**src/rtl/ofdm_demapper_sequencer_pkg.sv**
```systemverilog
// Shared types and constants for the OFDM demapper frame sequencer.
package ofdm_demapper_seq_pkg;

  typedef enum logic [2:0] {
    ST_IDLE,
    ST_DRAIN,
    ST_CLR,
    ST_WR_MOD,
    ST_WR_SCL,
    ST_RUN
  } state_t;

  localparam int unsigned CMD_W        = 48;
  localparam int unsigned CMD_NSYM_LSB = 32;
  localparam int unsigned CMD_SCL_LSB  = 16;
  localparam int unsigned CMD_ORD_LSB  = 0;

  localparam logic [3:0] BPSK  = 4'd1;
  localparam logic [3:0] QPSK  = 4'd2;
  localparam logic [3:0] QAM16 = 4'd4;
  localparam logic [3:0] QAM64 = 4'd6;

  function automatic logic order_legal(input logic [3:0] order);
    return (order == BPSK) || (order == QPSK) || (order == QAM16) || (order == QAM64);
  endfunction

endpackage

```
**src/rtl/ofdm_demapper_sequencer_if.sv**
```systemverilog
// Command and sample-stream handshakes between the environment and the sequencer.
interface ofdm_demapper_sequencer_if;

  logic [47:0] cmd_tdata;
  logic        cmd_tvalid;
  logic        cmd_tready;

  logic [31:0] s_tdata;
  logic        s_tlast;
  logic        s_tvalid;
  logic        s_tready;

  logic [31:0] m_tdata;
  logic        m_tlast;
  logic        m_tvalid;
  logic        m_tready;

  // Environment side: issues commands, sources samples, sinks the gated stream.
  modport master (
    output cmd_tdata, cmd_tvalid, s_tdata, s_tlast, s_tvalid, m_tready,
    input  cmd_tready, s_tready, m_tdata, m_tlast, m_tvalid
  );

  // Sequencer side.
  modport slave (
    input  cmd_tdata, cmd_tvalid, s_tdata, s_tlast, s_tvalid, m_tready,
    output cmd_tready, s_tready, m_tdata, m_tlast, m_tvalid
  );

endinterface

```
**src/rtl/ofdm_demapper_sequencer.sv**
```systemverilog
// Per-frame demapper controller: drains, clears and reconfigures the demapper,
// then gates exactly the commanded number of OFDM symbols through.
module ofdm_demapper_sequencer
  import ofdm_demapper_seq_pkg::*;
#(
  parameter logic [7:0]  SR_MODULATION_ORDER = 8'd0,
  parameter logic [7:0]  SR_SCALING          = 8'd1,
  parameter int unsigned DRAIN_CYCLES        = 16,
  parameter int unsigned SYM_CNT_W           = 16
) (
  input  logic                 clk,
  input  logic                 reset_n,
  input  logic                 clear,
  ofdm_demapper_sequencer_if.slave bus,
  output logic                 set_stb,
  output logic [7:0]           set_addr,
  output logic [31:0]          set_data,
  output logic                 demap_clear,
  output logic                 busy,
  output logic                 cmd_err,
  output logic [SYM_CNT_W-1:0] sym_count
);

  localparam int unsigned DRAIN_W = $clog2(DRAIN_CYCLES + 1);

  state_t state_q, state_d;

  logic [DRAIN_W-1:0] drain_cnt_q;
  logic [3:0]         order_q;
  logic [15:0]        scaling_q;
  logic [15:0]        sym_left_q;

  logic [3:0]  cmd_order;
  logic [15:0] cmd_scaling;
  logic [15:0] cmd_nsym;
  logic        cmd_fire;
  logic        cmd_ok;
  logic        last_fire;
  logic        frame_done;
  logic        unused_cmd_bits;

  assign cmd_order   = bus.cmd_tdata[CMD_ORD_LSB +: 4];
  assign cmd_scaling = bus.cmd_tdata[CMD_SCL_LSB +: 16];
  assign cmd_nsym    = bus.cmd_tdata[CMD_NSYM_LSB +: 16];
  assign unused_cmd_bits = ^bus.cmd_tdata[15:4];

  assign cmd_fire   = bus.cmd_tvalid && bus.cmd_tready;
  assign cmd_ok     = order_legal(cmd_order) && (cmd_nsym != '0);
  assign last_fire  = bus.s_tvalid && bus.s_tready && bus.s_tlast;
  // Remaining-symbol down-counter keeps frame end independent of SYM_CNT_W wrap.
  assign frame_done = last_fire && (sym_left_q == 16'd1);

  always_ff @(posedge clk) begin
    if (!reset_n || clear) begin
      state_q <= ST_IDLE;
    end else begin
      state_q <= state_d;
    end
  end

  always_comb begin
    state_d = state_q;
    unique case (state_q)
      ST_IDLE:   if (cmd_fire && cmd_ok) state_d = ST_DRAIN;
      ST_DRAIN:  if (drain_cnt_q == '0) state_d = ST_CLR;
      ST_CLR:    state_d = ST_WR_MOD;
      ST_WR_MOD: state_d = ST_WR_SCL;
      ST_WR_SCL: state_d = ST_RUN;
      ST_RUN:    if (frame_done) state_d = ST_IDLE;
      default:   state_d = ST_IDLE;
    endcase
  end

  always_comb begin
    bus.cmd_tready = (state_q == ST_IDLE);
    busy           = (state_q != ST_IDLE);
    bus.m_tdata    = bus.s_tdata;
    bus.m_tlast    = bus.s_tlast;
    bus.m_tvalid   = (state_q == ST_RUN) && bus.s_tvalid;
    bus.s_tready   = (state_q == ST_RUN) && bus.m_tready;
  end

  always_ff @(posedge clk) begin
    if (!reset_n) begin
      set_stb     <= 1'b0;
      set_addr    <= '0;
      set_data    <= '0;
      demap_clear <= 1'b0;
      cmd_err     <= 1'b0;
      sym_count   <= '0;
      drain_cnt_q <= '0;
      order_q     <= '0;
      scaling_q   <= '0;
      sym_left_q  <= '0;
    end else if (clear) begin
      set_stb     <= 1'b0;
      set_addr    <= '0;
      set_data    <= '0;
      demap_clear <= 1'b1;
      cmd_err     <= 1'b0;
      sym_count   <= '0;
      drain_cnt_q <= '0;
      sym_left_q  <= '0;
    end else begin
      cmd_err     <= cmd_fire && !order_legal(cmd_order);
      demap_clear <= (state_d == ST_CLR);

      unique case (state_d)
        ST_WR_MOD: begin
          set_stb  <= 1'b1;
          set_addr <= SR_MODULATION_ORDER;
          set_data <= {28'b0, order_q};
        end
        ST_WR_SCL: begin
          set_stb  <= 1'b1;
          set_addr <= SR_SCALING;
          set_data <= {16'b0, scaling_q};
        end
        default: begin
          set_stb  <= 1'b0;
          set_addr <= '0;
          set_data <= '0;
        end
      endcase

      if (state_q == ST_IDLE && cmd_fire && cmd_ok) begin
        order_q     <= cmd_order;
        scaling_q   <= cmd_scaling;
        sym_left_q  <= cmd_nsym;
        drain_cnt_q <= DRAIN_W'(DRAIN_CYCLES - 1);
      end else if (state_q == ST_DRAIN && drain_cnt_q != '0) begin
        drain_cnt_q <= drain_cnt_q - DRAIN_W'(1);
      end

      if (state_q == ST_WR_SCL) begin
        sym_count <= '0;
      end else if (last_fire) begin
        sym_count  <= sym_count + SYM_CNT_W'(1);
        sym_left_q <= sym_left_q - 16'd1;
      end
    end
  end

endmodule
```
**src/flat_wrapper.sv**
```systemverilog
// flat-port wrapper written by rule: the top's interface ports become plain ports
module ofdm_demapper_sequencer_flat import ofdm_demapper_seq_pkg::*;
#(
  parameter logic [7:0]  SR_MODULATION_ORDER = 8'd0,
  parameter logic [7:0]  SR_SCALING          = 8'd1,
  parameter int unsigned DRAIN_CYCLES        = 16,
  parameter int unsigned SYM_CNT_W           = 16
)
  (clk, reset_n, clear, set_stb, set_addr, set_data, demap_clear, busy, cmd_err, sym_count, bus_cmd_tdata, bus_cmd_tvalid, bus_s_tdata, bus_s_tlast, bus_s_tvalid, bus_m_tready, bus_cmd_tready, bus_s_tready, bus_m_tdata, bus_m_tlast, bus_m_tvalid);
  ofdm_demapper_sequencer_if bus_i ();
  input  logic clk;
  input  logic reset_n;
  input  logic clear;
  output logic set_stb;
  output logic [7:0] set_addr;
  output logic [31:0] set_data;
  output logic demap_clear;
  output logic busy;
  output logic cmd_err;
  output logic [SYM_CNT_W-1:0] sym_count;
  input wire logic [$bits(bus_i.cmd_tdata)-1:0] bus_cmd_tdata;
  input wire logic [$bits(bus_i.cmd_tvalid)-1:0] bus_cmd_tvalid;
  input wire logic [$bits(bus_i.s_tdata)-1:0] bus_s_tdata;
  input wire logic [$bits(bus_i.s_tlast)-1:0] bus_s_tlast;
  input wire logic [$bits(bus_i.s_tvalid)-1:0] bus_s_tvalid;
  input wire logic [$bits(bus_i.m_tready)-1:0] bus_m_tready;
  output wire logic [$bits(bus_i.cmd_tready)-1:0] bus_cmd_tready;
  output wire logic [$bits(bus_i.s_tready)-1:0] bus_s_tready;
  output wire logic [$bits(bus_i.m_tdata)-1:0] bus_m_tdata;
  output wire logic [$bits(bus_i.m_tlast)-1:0] bus_m_tlast;
  output wire logic [$bits(bus_i.m_tvalid)-1:0] bus_m_tvalid;
  assign bus_i.cmd_tdata = bus_cmd_tdata;
  assign bus_i.cmd_tvalid = bus_cmd_tvalid;
  assign bus_i.s_tdata = bus_s_tdata;
  assign bus_i.s_tlast = bus_s_tlast;
  assign bus_i.s_tvalid = bus_s_tvalid;
  assign bus_i.m_tready = bus_m_tready;
  assign bus_cmd_tready = bus_i.cmd_tready;
  assign bus_s_tready = bus_i.s_tready;
  assign bus_m_tdata = bus_i.m_tdata;
  assign bus_m_tlast = bus_i.m_tlast;
  assign bus_m_tvalid = bus_i.m_tvalid;
  ofdm_demapper_sequencer #(.SR_MODULATION_ORDER(SR_MODULATION_ORDER), .SR_SCALING(SR_SCALING), .DRAIN_CYCLES(DRAIN_CYCLES), .SYM_CNT_W(SYM_CNT_W)) u_core (.clk(clk), .reset_n(reset_n), .clear(clear), .bus(bus_i), .set_stb(set_stb), .set_addr(set_addr), .set_data(set_data), .demap_clear(demap_clear), .busy(busy), .cmd_err(cmd_err), .sym_count(sym_count));
endmodule
```
**config.mk**
```make
export PLATFORM = sky130hd
export DESIGN_NAME = ofdm_demapper_sequencer_flat
export DESIGN_NICKNAME = d
export VERILOG_FILES = /design/src/rtl/ofdm_demapper_sequencer_pkg.sv /design/src/rtl/ofdm_demapper_sequencer_if.sv /design/src/rtl/ofdm_demapper_sequencer.sv /design/src/flat_wrapper.sv
export SDC_FILE = /design/constraint.sdc
export NUM_CORES = 1
export LEC_CHECK = 0
export CORE_UTILIZATION = 35
export CTS_CLUSTER_DIAMETER = 200
export DETAILED_ROUTE_END_ITERATION = 10
export DONT_BUFFER_PORTS = 1
export SLEW_MARGIN = 10
export SYNTH_ARGS = -nofsm -noshare
export SYNTH_HDL_FRONTEND = slang
export SYNTH_SLANG_ARGS = --single-unit
```
**constraint.sdc**
```tcl
create_clock -name clk -period 2.6 [get_ports clk]
set_input_delay 0.26 -clock clk [delete_from_list [all_inputs] [get_ports clk]]
set_output_delay 0.26 -clock clk [all_outputs]
set_load 0.02 [all_outputs]
```
Word-level counts from Yosys, hierarchy flattened --
Index checks and enable logic that the tools add are counted.
Storage, ports and cells: output and inout bits 96, memories 0, logic and storage cells 72, memory bits (writable) 0, ROM bits 0, latch bits 0, register bits after elaboration 103
Operators by class: reductions and logical operators 29, muxes and demuxes 13, shift operators 0, equal/unequal tests 13, order comparisons 0, bitwise gates (word level) 2, div/mod/pow operators 0, multiply operators 0, add/sub/neg operators 3
Operator list (number):
- 16-bit 2-to-1 mux | 3
- 16-bit case mux with 2 select lines | 1
- 3-bit case mux with 6 select lines | 1
- 16-bit by 1-bit adder with 16-bit output, second input constant | 1
- 16-bit by 1-bit == test with 1-bit output, second input constant | 1
- 16-bit nonzero test | 1
- 16-bit by 1-bit subtractor with 16-bit output, second input constant | 1
- 3-bit by 2-bit == test with 1-bit output, second input constant | 4
- 1-bit logical AND | 12
- 3-bit == test, second input constant | 3
- 3-bit 2-to-1 mux | 3
- 4-bit by 3-bit == test with 1-bit output, second input constant | 2
- 4-bit 2-to-1 mux | 2
- 3-bit OR reduction | 2
- 5-bit logical NOT | 1
- 5-bit nonzero test | 1
- 5-bit by 1-bit subtractor with 5-bit output, second input constant | 1
- 4-bit by 1-bit == test with 1-bit output, second input constant | 1
- 4-bit by 2-bit == test with 1-bit output, second input constant | 1
- 1-bit logical OR | 4
- 2-bit OR reduction | 2
- 3-bit by 1-bit == test with 1-bit output, second input constant | 1
- 3-bit logical NOT | 1
- 1-bit 2-to-1 mux | 3
- 5 further kinds | 7

Logic depth before layout (Yosys ltp) --
depth after elaboration 11, mapped depth 8, depth with buffers taken out 7

Least setup slack after synthesis --
OpenSTA, ideal clock, no wires.
kind register -> register, from register u_core.state_q[1], to register u_core.scaling_q[10], library setup time 0.128 ns, data required time 2.472 ns, cell stages (with the launch flop) 9, slack 0.691 ns, data arrival time 1.781 ns, cell sequence dfxtp_1 -> buf_6 -> or4b_4 -> a211oi_4 -> nand3_1 -> buf_2 -> buf_6 -> nand3_1 -> o21ai_1
On the way: cells in the longest elaborated chain, start to end 5
RTL lines:
- start: declaration | RTL line ofdm_demapper_sequencer.sv:26 | state_t state_q, state_d;
- start signal: assignment | RTL line ofdm_demapper_sequencer.sv:57 | state_q <= state_d;
- 3-bit logical NOT (*) | RTL line ofdm_demapper_sequencer.sv:75, ofdm_demapper_sequencer.sv:126
- 1-bit logical AND | RTL line ofdm_demapper_sequencer.sv:47 | assign cmd_fire = bus.cmd_tvalid && bus.cmd_tready;
- 1-bit logical AND (*) (2 in series) | RTL line ofdm_demapper_sequencer.sv:126 | if (state_q == ST_IDLE && cmd_fire && cmd_ok) begin
- 2-bit AND reduction (no line) (*)
- end signal: assignment | RTL line ofdm_demapper_sequencer.sv:128 | scaling_q <= cmd_scaling;
- end: declaration | RTL line ofdm_demapper_sequencer.sv:30 | logic [15:0] scaling_q;
Every way passes the cells marked *; elsewhere a longest branch is shown, timed or not. A chain may end at the register's enable or synchronous reset.

Final worst setup path --
from register u_core.state_q[0], to register u_core.sym_left_q[8]
On the way: cells in the longest elaborated chain, start to end 7, elaborated cells between the ends (all ways) 12, classes of those cells eq/ne (2); mux (3); reduce/logical (7)
RTL lines:
- 3-bit logical NOT | RTL line ofdm_demapper_sequencer.sv:75, ofdm_demapper_sequencer.sv:126
- 1-bit logical AND | RTL line ofdm_demapper_sequencer.sv:47
- 1-bit logical AND (2 in series) | RTL line ofdm_demapper_sequencer.sv:126
- 16-bit 2-to-1 mux | RTL line ofdm_demapper_sequencer.sv:126
- 16-bit 2-to-1 mux | RTL line ofdm_demapper_sequencer.sv:137 | end else if (last_fire) begin
- 16-bit 2-to-1 mux (*) | RTL line ofdm_demapper_sequencer.sv:135 | if (state_q == ST_WR_SCL) begin
- end signal: assignment | RTL line ofdm_demapper_sequencer.sv:129 | sym_left_q <= cmd_nsym;
- end signal: assignment | RTL line ofdm_demapper_sequencer.sv:139 | sym_left_q <= sym_left_q - 16'd1;
- end: declaration | RTL line ofdm_demapper_sequencer.sv:31 | logic [15:0] sym_left_q;
Marks and branches as above.

==> reports/summary.log <==
qor: routing.dr_total_vias 2884
qor: synth.post_synth_mux_area_share 0
qor: power_and_ir_drop.netSwitchingPower 0.587 mW
qor: critical_path.worstPathMaxFanout 18
qor: synth.synth_seq_cells 80
qor: cts.worst_setup_hold_path_clk_slew 0.08 ns
qor: finish.most_common_library_cell_in_the_layout_ignoring_fill_and_taps sky130_fd_sc_hd__dfxtp_1
qor: status.status finished, final reports clean
qor: finish.fraction_of_final_layout_cells_sized_beyond_drive_strength_1 0.0810
qor: critical_path.reg2regPathDepth 5
qor: timing.hold_ws 0.0273 ns
qor: grt.global_route.overflow_total 0
qor: power_and_ir_drop.power.sequential.fraction 0.556
qor: power_and_ir_drop.design_power_total 2.25 mW
qor: routing.final_antenna_net_count 0
qor: job.maxCapViolCount 0
qor: cts.tritoncts_clock_tree yes
qor: routing.drcViolationCount 0
qor: synth.largest_family_of_logic_cells_by_synthesized_area simple AND/OR/NAND/NOR gates
qor: cts.tritoncts.num_buffers 9
qor: power_and_ir_drop.power.share.clock 0.387
qor: synth.yosys.cell_types.count 51
qor: cts.cts-hold-fix-buffers 0
qor: critical_path.critical_path.startpoint_type flop
qor: synth.netlist_area 3810 µm²
qor: cts.insertion_delay_to_the_later_sink_of_the_worst_skew_pair 0.36 ns
qor: die.start_util 0.366
qor: synth.ys_warn_count 0
qor: power_and_ir_drop.switching_part_of_the_total 0.262
qor: placement.placement.io_buffers 0
qor: routing.drt_pass1_iterations 4
qor: timing.rsz0062_at_grt no
qor: finish.mostFrequentLayoutCells sky130_fd_sc_hd__dfxtp_1, sky130_fd_sc_hd__nand2_1, sky130_fd_sc_hd__nand3_1
qor: grt.number_of_global_route_vias_before_repair 2686
qor: synth.syn_area_per_cell 8.54 µm²
qor: die.floorplan.rows 37
qor: critical_path.r2r-end u_core.sym_left_q[8]
qor: grt.grt_start_max_net_pins 43
qor: die.dieArea 11300 µm²
qor: synth.yosys.area.top_type sky130_fd_sc_hd__dfxtp_1
qor: timing.final-setup-viol-count 0
qor: routing.drt_first_iter_violations 174
qor: timing.min_period_over_period 0.861
qor: grt.grt_antenna_before_repair 0
qor: timing.slew-limit-headroom 0.328
qor: placement.gp_routability_congestion 0.818
qor: timing.finalMaxSlewViolations 0
qor: power_and_ir_drop.power_leakage 1.32 nW
qor: finish.area_growth -0.000105%
qor: synth.synthSimpleGateAreaFrac 0.242
qor: synth.synth_async_sr_flop_share 0
qor: finish.finish.net_count 507
qor: critical_path.crit_end_element flop
qor: critical_path.worst-r2r-setup-slack 0.36 ns
qor: timing.fmax 0.447 GHz
qor: synth.synth-adder-area-share 0.0164
qor: synth.synth.top_cell.area_share 0.420
qor: finish.num_antenna_cells 0
qor: synth.synth_xor_xnor_area_share 0.0460
qor: cts.post_cts.repair.setup_buffers 0
qor: critical_path.worst-setup-path-type flop to flop
qor: synth.synth-edff-count 0
qor: die.coreArea 10400 µm²
qor: power_and_ir_drop.internal-power 1.66 mW
qor: routing.wirelength 8240 µm
qor: die.pin_count 183
qor: synth.ys_dominant_reg_cell sky130_fd_sc_hd__dfxtp_1
qor: timing.worst_pin_slew 1.00 ns
qor: routing.via_density_per_instance 5.19
qor: cts.cts_repair_resize_count 0
qor: timing.skew 0.00881 ns
qor: critical_path.critPathArrivalTime 2.48 ns
qor: power_and_ir_drop.power_frac_comb 0.057
qor: critical_path.crit_path_max_incr_delay 0.59 ns
qor: synth.ranking_of_synthesized_cells_by_area sky130_fd_sc_hd__dfxtp_1, sky130_fd_sc_hd__buf_4, sky130_fd_sc_hd__nand3_1
qor: grt.first_pass_grt_wire_length 13400 µm
qor: routing.route.detailed.wl_per_inst 14.8 µm
qor: critical_path.crit_path_start u_core.state_q[0]
qor: critical_path.setup.worst_path.end u_core.sym_left_q[8]
qor: cts.root_buffer sky130_fd_sc_hd__clkbuf_8
qor: synth.synth.yosys.seq_area_share 0.420
qor: timing.setup-tns-final 0 ns
qor: cts.ctsLongestPathBuffers 2
qor: die.fp.dieW 106 µm
qor: timing.time_the_worst_path_needs_with_i_o_delays_and_setup 2.24 ns
qor: synth.synth_compound_gate_area_share 0.125
qor: cts.clock_tree.htree_level_count 3
qor: grt.gr-usage-all-layers 0.152
qor: critical_path.critical_path.slowest_cell sky130_fd_sc_hd__or4b_4
qor: placement.detailedPlacementHpwl 6000 µm
qor: critical_path.critPathRequiredTime 2.84 ns
qor: critical_path.worstReg2RegStart u_core.state_q[0]
qor: min_path.hold_path_class input pin to flop
qor: cts.clock-sinks 80
qor: power_and_ir_drop.max_ir_drop_vdd 0.298 mV
qor: synth.synthCells 446
qor: critical_path.worstPathCellList or4b_4 -> a211oi_4 -> nand2_2 -> a311oi_1 -> a21oi_1
qor: power_and_ir_drop.powerDensity 589 nW/µm²
qor: die.floorplan.die.height 106 µm
qor: timing.finalHoldViolCount 0
[final cells by class]
type                    count  area [µm²]
clock buffers              10         138
fillers                  1074        6610
flip-flops and latches     80        1600
repair buffers             11        82.6
multi-input cells         302        1730
well taps                 136         170
clock inverters             6        48.8
inverters                  11        41.3
[metrics by stage]
step           instances  area [µm²]  setup slack [ns]  utilization
5_1_grt              556        3810             0.245        0.366
3_3_place_gp         540        3620             0.411        0.348
2_1_floorplan        468        3890             0.691            -
6_report             556        3810             0.360        0.366
4_1_cts              556        3810             0.358        0.366
3_5_place_dp         540        3620             0.388        0.348
[worst min path at each step]
stage,start,to,cells after the start
finish,bus_cmd_tdata[28],u_core.scaling_q[12],2
floorplan,bus_cmd_tdata[0],u_core.order_q[0],2
global route,reset_n,u_core.demap_clear,1
global placement,bus_cmd_tdata[2],u_core.order_q[2],2
CTS,reset_n,u_core.demap_clear,1
detailed placement,reset_n,u_core.demap_clear,1
[cell usage after synthesis (all sizes together) (2+ instances only)]
library cell  count
nor3             13
a21oi            23
o311ai            7
a211o             2
a22o              4
nor2             22
and2             13
or4               6
nor2b             3
dfxtp            80
nand2            49
nor4             12
nand3b            2
nand2b            2
nor4b             2
xnor2            13
nand3            36
xor2              7
inv              11
a211oi            2
clkbuf           10
nand4             6
a31oi             8
buf              65
o21ai            21
and3              6
ha                5
a22oi             2
[flip-flops by register name, summed over array words and instances, names as in the netlist]
register / cells
u_core.scaling_q: 16
u_core.set_data: 16
u_core.sym_count: 16
u_core.sym_left_q: 16
u_core.drain_cnt_q: 5
u_core.order_q: 4
u_core.state_q: 3
u_core.cmd_err: 1
u_core.demap_clear: 1
u_core.set_addr: 1
u_core.set_stb: 1
[logic make-up after synthesis]
logic type | count (synthesis)
DFF | 80
buffers and inverters | 86
AOI/OAI and AO/OA | 75
xor gates and xnor gates | 20
and+or+nand+nor | 179
adders and majority gates | 5
other | 1
[worst max-delay path: cells and delay by family (launching register included)]
kind	cells	cell delay [ns]
compound gates	3	0.81
simple gates	2	0.91
flops	1	0.39
[power groups by stage]
stage / registers, mW / logic, mW / clock network, mW
final: 1.25 / 0.127 / 0.869
after CTS: 1.25 / 0.126 / 0.902
after floorplan: 1.28 / 0.214 / 0
after global placement: 1.28 / 0.124 / 0
after detailed placement: 1.28 / 0.126 / 0
after global routing: 1.25 / 0.141 / 0.956
[layer usage]
| layer | share of wire | global-route usage |
|---|---|---|
| met4 | 0.036 | 0.0764 |
| met1 | 0.45 | 0.187 |
| met5 | 0 | 0 |
| met3 | 0.089 | 0.0644 |
| met2 | 0.42 | 0.225 |
No activity file was read; power rests on OpenSTA's default activity.
